--- config.mk ---
export PLATFORM = sky130hd
export DESIGN_NAME = systolic_sched
export DESIGN_NICKNAME = d
export VERILOG_FILES = /design/src/rtl/systolic_pkg.sv /design/src/rtl/skew_line.sv /design/src/rtl/systolic_sched.sv
export SDC_FILE = /design/constraint.sdc
export NUM_CORES = 1
export LEC_CHECK = 0
export BUFFER_PORTS_ARGS = -buffer_cell sky130_fd_sc_hd__buf_2
export CAP_MARGIN = 20
export CORE_UTILIZATION = 50
export CTS_CLUSTER_DIAMETER = 40
export DETAILED_ROUTE_END_ITERATION = 10
export PLACE_DENSITY = 0.77
export SLEW_MARGIN = 20
export SYNTH_ARGS = -nofsm -noshare
export SYNTH_HDL_FRONTEND = slang
export SYNTH_SLANG_ARGS = --single-unit
--- constraint.sdc ---
create_clock -name clk -period 3.2 [get_ports clk]
set_input_delay 0.32 -clock clk [delete_from_list [all_inputs] [get_ports clk]]
set_output_delay 0.32 -clock clk [all_outputs]
set_load 0.02 [all_outputs]
--- src/rtl/systolic_pkg.sv ---
// Shared types and helpers for the systolic array sequencer.
package systolic_pkg;

    typedef enum logic [1:0] {
        IDLE  = 2'd0,
        FEED  = 2'd1,
        FLUSH = 2'd2,
        DRAIN = 2'd3
    } sched_state_t;

    // Number of anti-diagonals in an R x C grid (length of the init wavefront line).
    function automatic int diag_len(input int rows, input int cols);
        return rows + cols - 1;
    endfunction

endpackage

--- src/rtl/skew_line.sv ---
// Parallel-tap register delay line: tap d is the input delayed by d cycles, tap 0 is the input itself.
module skew_line #(
    parameter int W     = 1,
    parameter int DEPTH = 1
) (
    input  logic               clk,
    input  logic               rst,
    input  logic [W-1:0]       din,
    output logic [DEPTH*W-1:0] taps
);

    assign taps[W-1:0] = din;

    for (genvar d = 1; d < DEPTH; d++) begin : g_stage
        logic [W-1:0] q_r;

        // one register stage per extra cycle of skew
        always_ff @(posedge clk) begin
            if (rst) begin
                q_r <= {W{1'b0}};
            end else begin
                q_r <= taps[(d-1)*W +: W];
            end
        end

        assign taps[d*W +: W] = q_r;
    end

endmodule

--- src/rtl/systolic_sched.sv ---
// Job sequencer for an output-stationary systolic array: operand streaming, skew, init wavefront
// and result accounting.
module systolic_sched
    import systolic_pkg::*;
#(
    parameter int R      = 4,
    parameter int C      = 4,
    parameter int K_W    = 16,
    parameter int T_W    = 16,
    parameter int ADDR_W = 16,
    parameter int RD_LAT = 1
) (
    input  logic                  clk,
    input  logic                  rst,
    input  logic                  start,
    input  logic [K_W-1:0]        k_len,
    input  logic [T_W-1:0]        num_tiles,
    output logic                  busy,
    output logic                  done,
    output logic                  cfg_err,
    output logic [R-1:0]          a_rd_en,
    output logic [R*ADDR_W-1:0]   a_rd_addr,
    output logic [C-1:0]          b_rd_en,
    output logic [C*ADDR_W-1:0]   b_rd_addr,
    output logic [R+C-1:0]        op_zero,
    output logic [R*C-1:0]        pe_init,
    input  logic                  res_valid,
    output logic                  res_discard
);

    localparam int DIAG_LEN = diag_len(R, C);
    localparam int CNT_W    = T_W + $clog2(R) + 1;
    localparam int SKW      = ADDR_W + 2;

    localparam logic [K_W-1:0]    K_ONE   = {{(K_W-1){1'b0}}, 1'b1};
    localparam logic [T_W-1:0]    T_ONE   = {{(T_W-1){1'b0}}, 1'b1};
    localparam logic [ADDR_W-1:0] A_ONE   = {{(ADDR_W-1){1'b0}}, 1'b1};
    localparam logic [CNT_W-1:0]  CNT_ONE = {{(CNT_W-1){1'b0}}, 1'b1};
    localparam logic [CNT_W-1:0]  R_CNT   = CNT_W'(R);
    localparam logic [K_W:0]      R_K     = (K_W+1)'(R);

    sched_state_t        state_r;
    logic [K_W-1:0]      k_len_r;
    logic [K_W-1:0]      k_r;
    logic [T_W-1:0]      num_tiles_r;
    logic [T_W-1:0]      tile_r;
    logic [CNT_W-1:0]    res_cnt_r;
    logic [CNT_W-1:0]    res_total_r;
    logic [ADDR_W-1:0]   base_addr_r;
    logic                base_en_r;
    logic                base_zero_r;
    logic                busy_r;
    logic                done_r;
    logic                cfg_err_r;
    logic [RD_LAT-1:0]   w0_dly_r;

    logic                cfg_bad_s;
    logic                accept_s;
    logic                last_k_s;
    logic                last_tile_s;
    logic                w0_s;
    logic                res_hit_s;
    logic [CNT_W-1:0]    res_cnt_nxt_s;
    logic [R*SKW-1:0]    a_taps_s;
    logic [C*SKW-1:0]    b_taps_s;
    logic [DIAG_LEN-1:0] diag_s;

    // start validation, wavefront source and result-count lookahead
    always_comb begin
        cfg_bad_s   = (k_len == {K_W{1'b0}}) || (num_tiles == {T_W{1'b0}}) || ({1'b0, k_len} < R_K);
        accept_s    = start && !cfg_bad_s && (state_r == IDLE) && !done_r;
        last_k_s    = (k_r == (k_len_r - K_ONE));
        last_tile_s = (tile_r == (num_tiles_r - T_ONE));
        w0_s        = base_en_r && ((k_r == {K_W{1'b0}}) || (state_r == FLUSH));
        res_hit_s   = res_valid && (state_r != IDLE);
        if (res_hit_s) begin
            res_cnt_nxt_s = res_cnt_r + CNT_ONE;
        end else begin
            res_cnt_nxt_s = res_cnt_r;
        end
    end

    // job FSM: counters, base read stream and status pulses
    always_ff @(posedge clk) begin
        if (rst) begin
            state_r     <= IDLE;
            k_len_r     <= {K_W{1'b0}};
            k_r         <= {K_W{1'b0}};
            num_tiles_r <= {T_W{1'b0}};
            tile_r      <= {T_W{1'b0}};
            res_cnt_r   <= {CNT_W{1'b0}};
            res_total_r <= {CNT_W{1'b0}};
            base_addr_r <= {ADDR_W{1'b0}};
            base_en_r   <= 1'b0;
            base_zero_r <= 1'b0;
            busy_r      <= 1'b0;
            done_r      <= 1'b0;
            cfg_err_r   <= 1'b0;
        end else begin
            done_r    <= 1'b0;
            cfg_err_r <= 1'b0;
            res_cnt_r <= res_cnt_nxt_s;
            case (state_r)
                IDLE: begin
                    if (accept_s) begin
                        state_r     <= FEED;
                        busy_r      <= 1'b1;
                        k_len_r     <= k_len;
                        num_tiles_r <= num_tiles;
                        res_total_r <= (CNT_W'(num_tiles) + CNT_ONE) * R_CNT;
                        res_cnt_r   <= {CNT_W{1'b0}};
                        k_r         <= {K_W{1'b0}};
                        tile_r      <= {T_W{1'b0}};
                        base_addr_r <= {ADDR_W{1'b0}};
                        base_en_r   <= 1'b1;
                        base_zero_r <= 1'b0;
                    end else if (start && !done_r && cfg_bad_s) begin
                        cfg_err_r <= 1'b1;
                    end
                end
                FEED: begin
                    // address is tile*k_len + k, which advances by exactly one per read
                    if (last_k_s) begin
                        k_r <= {K_W{1'b0}};
                        if (last_tile_s) begin
                            state_r     <= FLUSH;
                            base_zero_r <= 1'b1;
                        end else begin
                            tile_r      <= tile_r + T_ONE;
                            base_addr_r <= base_addr_r + A_ONE;
                        end
                    end else begin
                        k_r         <= k_r + K_ONE;
                        base_addr_r <= base_addr_r + A_ONE;
                    end
                end
                FLUSH: begin
                    state_r     <= DRAIN;
                    base_en_r   <= 1'b0;
                    base_zero_r <= 1'b0;
                end
                DRAIN: begin
                    if (res_cnt_nxt_s == res_total_r) begin
                        state_r <= IDLE;
                        busy_r  <= 1'b0;
                        done_r  <= 1'b1;
                    end
                end
                default: begin
                    state_r <= IDLE;
                end
            endcase
        end
    end

    // align the init wavefront with operand data returning from the buffers
    always_ff @(posedge clk) begin
        if (rst) begin
            w0_dly_r <= {RD_LAT{1'b0}};
        end else begin
            w0_dly_r[0] <= w0_s;
            for (int d = 1; d < RD_LAT; d++) begin
                w0_dly_r[d] <= w0_dly_r[d-1];
            end
        end
    end

    skew_line #(.W(SKW), .DEPTH(R)) u_a_skew (
        .clk  (clk),
        .rst  (rst),
        .din  ({base_en_r, base_zero_r, base_addr_r}),
        .taps (a_taps_s)
    );

    skew_line #(.W(SKW), .DEPTH(C)) u_b_skew (
        .clk  (clk),
        .rst  (rst),
        .din  ({base_en_r, base_zero_r, base_addr_r}),
        .taps (b_taps_s)
    );

    skew_line #(.W(1), .DEPTH(DIAG_LEN)) u_diag (
        .clk  (clk),
        .rst  (rst),
        .din  (w0_dly_r[RD_LAT-1]),
        .taps (diag_s)
    );

    for (genvar i = 0; i < R; i++) begin : g_row
        assign a_rd_en[i]                    = a_taps_s[i*SKW + SKW - 1];
        assign op_zero[i]                    = a_taps_s[i*SKW + ADDR_W];
        assign a_rd_addr[i*ADDR_W +: ADDR_W] = a_taps_s[i*SKW +: ADDR_W];
    end

    for (genvar j = 0; j < C; j++) begin : g_col
        assign b_rd_en[j]                    = b_taps_s[j*SKW + SKW - 1];
        assign op_zero[R+j]                  = b_taps_s[j*SKW + ADDR_W];
        assign b_rd_addr[j*ADDR_W +: ADDR_W] = b_taps_s[j*SKW +: ADDR_W];
    end

    // PE(i,j) sits on anti-diagonal i+j
    for (genvar i = 0; i < R; i++) begin : g_init_row
        for (genvar j = 0; j < C; j++) begin : g_init_col
            assign pe_init[i*C + j] = diag_s[i + j];
        end
    end

    assign busy        = busy_r;
    assign done        = done_r;
    assign cfg_err     = cfg_err_r;
    assign res_discard = res_hit_s && (res_cnt_r < R_CNT);

endmodule

==> results of run 1 <==
[metal layers]
layer / wire length (um) / share of wire (%)
met5: 0 / 0
met4: 422 / 1.8
met3: 1030 / 4.3
met1: 10300 / 43
met2: 12100 / 51
[through the flow]
step,utilization (%),worst slack (ns),hold slack [ns],setup TNS (ns)
finish,60.5,0.0638,0.119,0
global route,60.5,-0.0273,0.132,-0.0995
CTS,59.5,0.0159,0.114,0
detailed placement,55.9,-0.0773,0.458,-0.241
global placement,55.9,0.00418,0.441,0
floorplan,-,0.0481,0.432,0
[worst min-delay path by stage]
stage                                  from                                to  slack [ns]  cells past startpoint
2_1_floorplan  res_total_r[18]$_SDFFE_PP0P_      res_total_r[18]$_SDFFE_PP0P_        0.43                      2
3_3_place_gp            w0_dly_r$_SDFF_PP0_  u_diag.g_stage[1].q_r$_SDFF_PP0_        0.44                      1
3_5_place_dp         tile_r[2]$_SDFFE_PP0P_            tile_r[2]$_SDFFE_PP0P_        0.46                      2
4_1_cts                           k_len[13]          k_len_r[13]$_SDFFE_PP0P_        0.11                      3
5_1_grt                           k_len[15]          k_len_r[15]$_SDFFE_PP0P_        0.13                      3
6_report                          k_len[13]          k_len_r[13]$_SDFFE_PP0P_        0.12                      3
[cell usage in the layout, fill, tap and decap left out, types with 5 or more instances in the layout]
cell type  Yosys  final
o21ai_0       26     23
buf_2          5    198
nor3_1        23     20
nor2_1        92     91
a21oi_1       64     64
and3_1        31     31
mux2i_1       12     12
a31oi_1        9      9
nand3b_1       6      6
buf_4         91     66
nor4_1        21     15
a211oi_1      21     19
inv_8          0      5
nand4_1       21     21
xnor3_1       11     11
or2_2         11     11
clkbuf_16      0     17
a21o_1         6      6
inv_1         33     33
dfxtp_1      184    180
xnor2_1       54     53
nand3_1       36     34
nand2_1      116    115
xor2_1        39     39
ha_1          14     12
nor4_4         1      6
or3_1          9      8
nor2b_1       64     63
[cells in the mapped netlist, drive strengths merged (4+ instances only)]
library cell    n  area share (%)
a2111oi         4            0.43
a211o           4            0.37
a211oi         21             1.7
a21o            6            0.47
a21oi          64             3.4
a31oi           9            0.59
and3           31             2.0
and4            4            0.37
buf           101             7.6
clkbuf         44             1.7
dfxtp         184              39
ha             14             1.8
inv            33             1.3
mux2i          12             1.3
nand2         116             4.6
nand3          36             1.9
nand3b          6            0.47
nand4          21             1.4
nor2           93             3.7
nor2b          64             4.2
nor3           23             1.2
nor3b           4            0.31
nor4           24             1.9
o211a           4            0.42
o21ai          27             1.4
o311ai          4            0.37
or2            11            0.72
or3             9            0.59
or4             5            0.43
xnor2          54             5.0
xnor3          11             2.6
xor2           39             3.6
[repair_timing]
item,CTS,global route
pin swaps,4,12
buffers inserted,1,3
gates cloned,0,1
gates resized for setup,8,34
setup endpoints to repair,8,33
[state kept, by name, indices dropped and copies added (netlist names), 2 cells and up]
name                  count
base_addr_r              16
k_len_r                  16
k_r                      16
num_tiles_r              16
res_cnt_r                19
res_total_r              17
state_r                   2
tile_r                   16
u_a_skew.g_stage.q_r     36
u_b_skew.g_stage.q_r     18
u_diag.g_stage.q_r        6
[where the power goes]
part	total [W]	internal, W	switching [W]
clock	0.00220	0.00109	0.00111
combinational	0.00199	0.000841	0.00115
sequential	0.00263	0.00245	0.000172
total	0.00682	0.00439	0.00243
[kinds of logic after synthesis]
| family | count (synthesis) | synth area share, % |
|---|---|---|
| flops | 184 | 38.6 |
| compound gates | 169 | 11.5 |
| xor+xnor | 104 | 11.1 |
| fa+ha+maj | 15 | 1.94 |
| simple gates | 462 | 24.9 |
| mux | 12 | 1.26 |
| buf+inv | 179 | 10.7 |
[worst reg2reg max path: stages, from the launching register on]
cell      delay (ns)
dfxtp_1         0.35
or4_1           0.65
or3_1           0.40
o21ai_0         0.10
o21ai_0         0.09
nand4b_1        0.30
buf_4           0.23
o211ai_4        0.25
a211oi_2        0.15
buf_6           0.17
and3_1          0.17
o21a_1          0.17
[final cells by class]
| cell class | count | area [um2] |
|---|---|---|
| Multi-Input combinational cell | 762 | 5060 |
| Sequential cell | 184 | 3690 |
| Fill cell | 1610 | 7380 |
| Clock inverter | 15 | 204 |
| Tap cell | 234 | 293 |
| Clock buffer | 17 | 425 |
| Inverter | 34 | 128 |
| Timing Repair Buffer | 268 | 1530 |
==> results.json, run 1 <==
{
  "io_buffers": 199,
  "tightest_slew_ns": 0.864,
  "dieArea_mm2": 0.0197,
  "worstSetupPathType": "reg -> reg",
  "place_congestion": 0.927,
  "finalCriticalPeriod_ns": 3.14,
  "io_pins": 200,
  "timing.critical_path.cells": "or4_1 > or3_1 > o21ai_0 > o21ai_0 > nand4b_1 > buf_4 > o211ai_4 > a211oi_2 > buf_6 > and3_1 > o21a_1",
  "diodes": 0,
  "synth.distinct_cells": 65,
  "cp.depth": 11,
  "wl_per_cell_um": 15.8,
  "final_cells": 1514,
  "ir_drop_mv": 0.445,
  "dp_cells": 1477,
  "syn-num-nets": 1175,
  "initial_core_util_pct": 51.1,
  "clockRootBuffer": "clkbuf_16",
  "grt_pass1_vias": 7664,
  "ctsHoldBuffers": 0,
  "fmaxAchievable_mhz": 319,
  "clockBufferDepth": 2,
  "grt_use_met1_pct": 28.8,
  "r2r_setup_slack_ns": 0.06,
  "die_w_um": 140,
  "r2r_start": "num_tiles_r[4]$_SDFFE_PP0P_",
  "maxCapViolCount": 0,
  "firstDrtPassIters": 5,
  "cts_tree": "built",
  "hold_violations": 0,
  "synthFlopType": "dfxtp_1",
  "power_w": 0.00682,
  "grt.total_usage_pct": 24.0,
  "clock_latency_ns": 0.44,
  "syn_avg_cell_area_um2": 8.49,
  "clk_pin_slew_ns": 0.08,
  "required_ns": 3.53,
  "cpLargestDelayFamily": "simple AND/OR/NAND/NOR gates",
  "grt_max_degree": 85,
  "grt_busiest_layer": "met2",
  "endpoint_kind": "flop",
  "worstPathMaxFanout": 10,
  "leakage_nw": 5.04,
  "fp-row-count": 50,
  "async_flop_share_pct": 0,
  "syn_area_mm2": 0.00955,
  "slew_violations": 0,
  "cts_made_buffers": 17,
  "drive_above_1_share_pct": 27.3,
  "final_antenna_net_count": 0,
  "via_per_inst": 5.45,
  "met2_usage_pct": 43.9,
  "core_region_area_mm2": 0.0187,
  "hp-class": "in -> reg",
  "cp-start-kind": "flop",
  "cts.htree.levels": 4,
  "final_net_count": 1317,
  "powerDensity_mw_per_mm2": 602,
  "maxSlewHeadroom_pct": 42.4,
  "ys.warnings.count": 0,
  "dpl_cell_area_mm2": 0.0105,
  "critPathMaxStageDelay_ns": 0.65,
  "hpwlAfterDp_um": 17400,
  "grt_pass1_wl_um": 37900,
  "drt_iter0_drc": 472,
  "drt_drc_violations_left": 0,
  "startpoint": "num_tiles_r[4]$_SDFFE_PP0P_",
  "ys_seq_elements": 184,
  "cts_sinks": 184,
  "use_met3_pct": 3.45,
  "drt-total-wl_um": 23900,
  "status": "completed",
  "overflow": 0,
  "crit_end": "tile_r[15]$_SDFFE_PP0P_",
  "arrival_ns": 3.47,
  "syn_inst": 1125,
  "antenna_found_initial": 0,
  "fin_crit_sh_pct": 98.0,
  "die_y_um": 140,
  "r2r_cells": 11,
  "syn_to_final_growth_pct": 18.5,
  "final_cell_area_mm2": 0.0113,
  "crit_path_frequent_cell": "o21ai_0",
  "synth_edf_count": 0,
  "fin_worst_skew_ns": 0.0126,
  "vias": 8248,
  "setup_viol_count_final": 0,
  "critical_path_buf_inv_count": 2,
  "crit_slowest_cell": "or4_1",
  "timing.rr.end": "tile_r[15]$_SDFFE_PP0P_",
  "ys_seq_area_share_pct": 38.6
}
Note: power is estimated with default switching activity, not from simulation.
==> inputs of run 2 (changes only) <==
Settings changed: PLACE_DENSITY 0.77 to 0.74.
Clock period 3.2 ns to 3.7 ns, I/O delays scaled along.
==> results.json, run 2 (synthesis results as in run 1) <==
{
  "clockRootBuffer": "clkbuf_16",
  "vias": 7965,
  "nFillCells": 1668,
  "cts_tree": "built",
  "swShare_pct": 35.4,
  "fin_worst_skew_ns": 0.0128,
  "powerDensity_mw_per_mm2": 522,
  "endpoint_kind": "flop",
  "grt_pass1_wl_um": 36800,
  "p_switching_w": 0.00200,
  "multi_input_area_mm2": 0.00491,
  "clk_pin_slew_ns": 0.08,
  "arrival_ns": 3.87,
  "final_antenna_net_count": 0,
  "r2r_cells": 13,
  "die_w_um": 140,
  "leakage_nw": 4.75,
  "wl_per_cell_um": 15.5,
  "grt_pass1_vias": 7115,
  "fp-row-count": 50,
  "clockBufferDepth": 2,
  "clock_latency_ns": 0.44,
  "syn_to_final_growth_pct": 13.1,
  "grt_max_degree": 101,
  "cts.htree.levels": 4,
  "cts_sinks": 184,
  "hpwlAfterDp_um": 16600,
  "ctsHoldBuffers": 0,
  "dieArea_mm2": 0.0197,
  "io_pins": 200,
  "largestRegisters": "u_a_skew.g_stage.q_r x36, res_cnt_r x19, u_b_skew.g_stage.q_r x18",
  "maxSlewHeadroom_pct": 30.5,
  "drt-total-wl_um": 22800,
  "setup_viol_count_final": 0,
  "cp-start-kind": "flop",
  "required_ns": 4.04,
  "top_register": "u_a_skew.g_stage.q_r",
  "final_net_count": 1271,
  "antenna_found_initial": 0,
  "ff_latch_area_mm2": 0.00368,
  "initial_core_util_pct": 51.1,
  "hold_depth": 3,
  "core_region_area_mm2": 0.0187,
  "diodes": 0,
  "die_y_um": 140,
  "worstPathMaxFanout": 5,
  "dpl_cell_area_mm2": 0.0101,
  "largest_register_ffs": 36,
  "hold_violations": 0,
  "cts_made_buffers": 17,
  "pwr-share-clk_pct": 32.8,
  "fin_crit_sh_pct": 95.5,
  "grt.total_usage_pct": 23.4,
  "finalCriticalPeriod_ns": 3.53,
  "fin_tns_setup_ns": 0,
  "mostFrequentLayoutCells": "buf_2 (198), dfxtp_1 (184), nand2_1 (116), nor2_1 (91), a21oi_1 (64)",
  "ir_drop_mv": 0.373,
  "drive_above_1_share_pct": 23.1,
  "drt_iter0_drc": 442,
  "worstSetupPathType": "reg -> reg",
  "io_buffers": 199,
  "slew_violations": 0,
  "pwr-share-comb_pct": 26.5,
  "fmaxAchievable_mhz": 283,
  "overflow": 0,
  "p_int_w": 0.00365,
  "p_seq_share_pct": 40.6,
  "final_cell_area_mm2": 0.0108,
  "tightest_slew_ns": 1.04,
  "place_congestion": 0.880,
  "firstDrtPassIters": 5,
  "drt_drc_violations_left": 0,
  "via_per_inst": 5.43,
  "layout_commonest_cell": "buf_2",
  "status": "completed",
  "maxCapViolCount": 0,
  "hp-class": "in -> reg"
}
## run 2: cell types whose count changed in the layout (fill, tap and decap cells not counted), sizes merged
cell	before	now
clkbuf	18	17
clkinv	7	10
buf	267	222
inv	42	39
## run 2: metrics by stage
step | total power [W] | hold WS (ns) | instances | setup WS [ns] | utilization [%]
final | 0.00565 | 0.176 | 1468 | 0.167 | 57.8
after global routing | 0.00596 | 0.178 | 1468 | -0.00567 | 57.8
after CTS | 0.00567 | 0.159 | 1466 | 0.0104 | 57.5
after detailed placement | 0.00380 | 0.456 | 1432 | -0.128 | 54.0
after global placement | 0.00377 | 0.445 | 1432 | 0.0485 | 54.0
after floorplan | 0.00342 | 0.432 | 1125 | 0.350 | -
## run 2: power by group through the flow
stage | Sequential (W) | Combinational, W | Clock [W]
after floorplan | 0.00229 | 0.00113 | 0
after global placement | 0.00234 | 0.00144 | 0
final | 0.00229 | 0.00150 | 0.00185
after detailed placement | 0.00234 | 0.00147 | 0
after CTS | 0.00229 | 0.00148 | 0.00189
after global routing | 0.00232 | 0.00165 | 0.00199
## run 2: what timing repair did
| action | in CTS | in global routing |
|---|---|---|
| gates resized for setup | 2 | 8 |
| setup buffers | 2 | 2 |
| setup endpoints to repair | 2 | 6 |
## run 2: layout make-up
| class | instances | area share (%) |
|---|---|---|
| multi-input combinational | 762 | 45.4 |
| sequential | 184 | 34.1 |
| timing repair buffer | 222 | 10.8 |
| clock buffer | 17 | 3.94 |
| tap | 234 | 2.71 |
| clock inverter | 15 | 1.83 |
| inverter | 34 | 1.18 |
## run 2: final timing paths
kind,from,to,slack (ns)
worst min register to register,tile_r[2]$_SDFFE_PP0P_,tile_r[2]$_SDFFE_PP0P_,0.47
worst min-delay path,k_len[1],k_len_r[1]$_SDFFE_PP0P_,0.18
worst max register to register,state_r[0]$_SDFFE_PP0P_,state_r[0]$_SDFFE_PP0P_,0.17
worst max-delay path,state_r[0]$_SDFFE_PP0P_,state_r[0]$_SDFFE_PP0P_,0.17
## run 2: per-layer routing
metal	routed length [um]	vias to the layer above	GRT usage, %
li1	-	3964	-
met1	10400	3773	29.9
met2	11300	208	40.8
met3	797	20	3.56
met4	274	0	6.65
met5	0	-	0
## run 2: critical path, cell delays in order (launching register included)
cell and delay [ns]:
dfxtp_1 0.39, inv_1 0.10, ha_1 0.28, nand4b_1 0.19
buf_4 0.17, nor4_2 0.36, xnor3_1 0.19, nand2_1 0.05
or4b_2 0.67, nor4_2 0.26, buf_4 0.16, nor2b_1 0.05
or3_1 0.33, a211oi_1 0.25
==> inputs of run 3 (changes only) <==
Settings changed: CTS_CLUSTER_DIAMETER 40 to 120, PLACE_DENSITY 0.74 to 0.73, SYNTH_HIERARCHICAL from default to 1.
==> results.json, run 3 <==
{
  "status": "completed",
  "grt.total_usage_pct": 21.6,
  "drt_drc_violations_left": 0,
  "hpwlAfterDp_um": 17800,
  "largestRegisters": "u_a_skew/g_stage.q_r x54, u_b_skew/g_stage.q_r x54, res_cnt_r x19",
  "initial_core_util_pct": 51.6,
  "antenna_found_initial": 0,
  "fp-row-count": 52,
  "mostFrequentLayoutCells": "dfxtp_1 (236), buf_2 (198), nor2b_1 (118), nand2_1 (105), nor2_1 (102)",
  "tightest_slew_ns": 0.888,
  "ir_drop_mv": 0.357,
  "core_region_area_mm2": 0.0204,
  "fin_crit_sh_pct": 96.7,
  "slew_violations": 0,
  "clock_latency_ns": 0.53,
  "overflow": 0,
  "via_per_inst": 5.22,
  "ys_seq_elements": 238,
  "syn_inst": 1188,
  "arrival_ns": 3.98,
  "firstDrtPassIters": 4,
  "cts.htree.levels": 1,
  "wl_per_cell_um": 15.0,
  "cts_sinks": 238,
  "maxSlewHeadroom_pct": 40.8,
  "grt_pass1_vias": 7555,
  "worstPathMaxFanout": 6,
  "diodes": 0,
  "finalCriticalPeriod_ns": 3.58,
  "worstSetupPathType": "reg -> reg",
  "syn_avg_cell_area_um2": 8.88,
  "final_cells": 1612,
  "hold_violations": 0,
  "leakage_nw": 5.10,
  "ys_seq_area_share_pct": 45.2,
  "ys.warnings.count": 6,
  "endpoint_kind": "flop",
  "synth_top_area_share_pct": 45.2,
  "fin_worst_skew_ns": 0.0186,
  "dieArea_mm2": 0.0217,
  "drt-total-wl_um": 24100,
  "cp-start-kind": "flop",
  "async_flop_share_pct": 0,
  "clockRootBuffer": "clkbuf_16",
  "fmaxAchievable_mhz": 279,
  "drive_above_1_share_pct": 21.3,
  "io_pins": 200,
  "drt_iter0_drc": 416,
  "clockBufferDepth": 3,
  "place_congestion": 0.881,
  "cts_made_buffers": 25,
  "clk_pin_slew_ns": 0.06,
  "power_w": 0.00700,
  "synth.largest_area_cell": "dfxtp_1",
  "syn_to_final_growth_pct": 15.8,
  "die_y_um": 147,
  "syn_area_mm2": 0.0105,
  "grt_pass1_wl_um": 38400,
  "required_ns": 4.10,
  "synth_edf_count": 0,
  "final_net_count": 1374,
  "ctsHoldBuffers": 0,
  "synth_common_cells": "dfxtp_1 (238), nor2b_1 (118), nand2_1 (105)",
  "synth.distinct_cells": 74,
  "synth_area_leaders": "dfxtp_1 (45%), nor2b_1 (7.0%), xnor2_1 (5.3%)",
  "hp-class": "in -> reg",
  "synthFlopType": "dfxtp_1",
  "dp_cells": 1566,
  "grt_max_degree": 116,
  "layout_commonest_cell": "dfxtp_1",
  "synth_most_common_cell": "dfxtp_1",
  "vias": 8411,
  "syn-num-nets": 1238,
  "maxCapViolCount": 0,
  "cts_tree": "built",
  "final_antenna_net_count": 0,
  "powerDensity_mw_per_mm2": 573,
  "setup_viol_count_final": 0,
  "io_buffers": 199,
  "die_w_um": 147
}
[run 3: cell types whose count changed after synthesis, moves of 12 or more]
cell      previous run  this run
dfxtp_1            184       238
nor2b_1             64       118
buf_4               91        55
and3_1              31        11
clkbuf_1            44        29
nand2b_1             2        14
nor2_1              92       104
[run 3: layout make-up]
type / instances / area (um2)
well taps: 270 / 338
inverters: 37 / 139
multi-input cells: 809 / 5040
clock buffers: 33 / 706
fillers: 1839 / 8220
repair buffers: 213 / 1110
clock inverters: 12 / 111
flip-flops and latches: 238 / 4770
[run 3: through the flow]
step	area (um2)	setup TNS [ns]	setup WS, ns	utilization, %	hold WS, ns
after global placement	11300	0	0.148	55.5	0.440
after detailed placement	11300	0	0.0579	55.5	0.442
after global routing	12200	-0.0369	-0.0369	59.8	0.0963
after floorplan	10500	0	0.275	-	0.439
after CTS	12200	0	0.0509	59.5	0.0682
final	12200	0	0.122	59.8	0.0885
[run 3: report_power, final]
group	leakage [nW]	total (W)	switching [W]	internal (W)
combinational	2.78	0.00162	0.000969	0.000650
clock	0.400	0.00243	0.00101	0.00142
sequential	1.93	0.00296	0.000219	0.00274
total	5.10	0.00700	0.00219	0.00481
[run 3: path summary, 6_finish.rpt]
check	startpoint	to	slack, ns	depth (start not counted)
setup / recovery	state_r[0]$_SDFFE_PP0P_	state_r[0]$_SDFFE_PP0P_	0.12	10
hold / removal	k_len[2]	k_len_r[2]$_SDFFE_PP0P_	0.09	3
setup reg to reg	state_r[0]$_SDFFE_PP0P_	state_r[0]$_SDFFE_PP0P_	0.12	10
hold reg to reg	u_a_skew/g_stage[1].q_r[5]$_SDFF_PP0_	u_a_skew/g_stage[2].q_r[5]$_SDFF_PP0_	0.46	1
[run 3: worst max-delay path, cell delays in order (launching register included)]
cell and delay (ns):
dfxtp_2 0.36, inv_1 0.10, ha_2 0.23, nand4b_4 0.23, or4_4 0.58, nor3_4 0.22
o32a_1 0.16, or4b_1 0.45, or4_4 0.60, and3_4 0.21, a2111oi_2 0.30
[run 3: logic make-up (layout without fill, tap and decap cells)]
group	Yosys count	count (layout)	share of synthesized area, %
xor+xnor	105	105	8.72
compound gates	152	152	8.86
buf+inv	141	295	7.45
mux	7	7	0.676
fa+ha+maj	14	14	1.66
simple gates	531	531	27.4
flops	238	238	45.2
[run 3: metal layers]
metal	global-route usage [%]	up-vias	part of all wire [%]
met5	0	-	0
met4	5.67	0	2.1
met3	3.23	38	4.8
met2	38.2	204	48
met1	27.4	3907	45
li1	-	4262	-
[run 3: timing repair]
item	CTS	global route
gates resized for setup	0	10
setup buffers	0	1
hold endpoints to repair	0	0
endpoints found under the setup margin	0	1
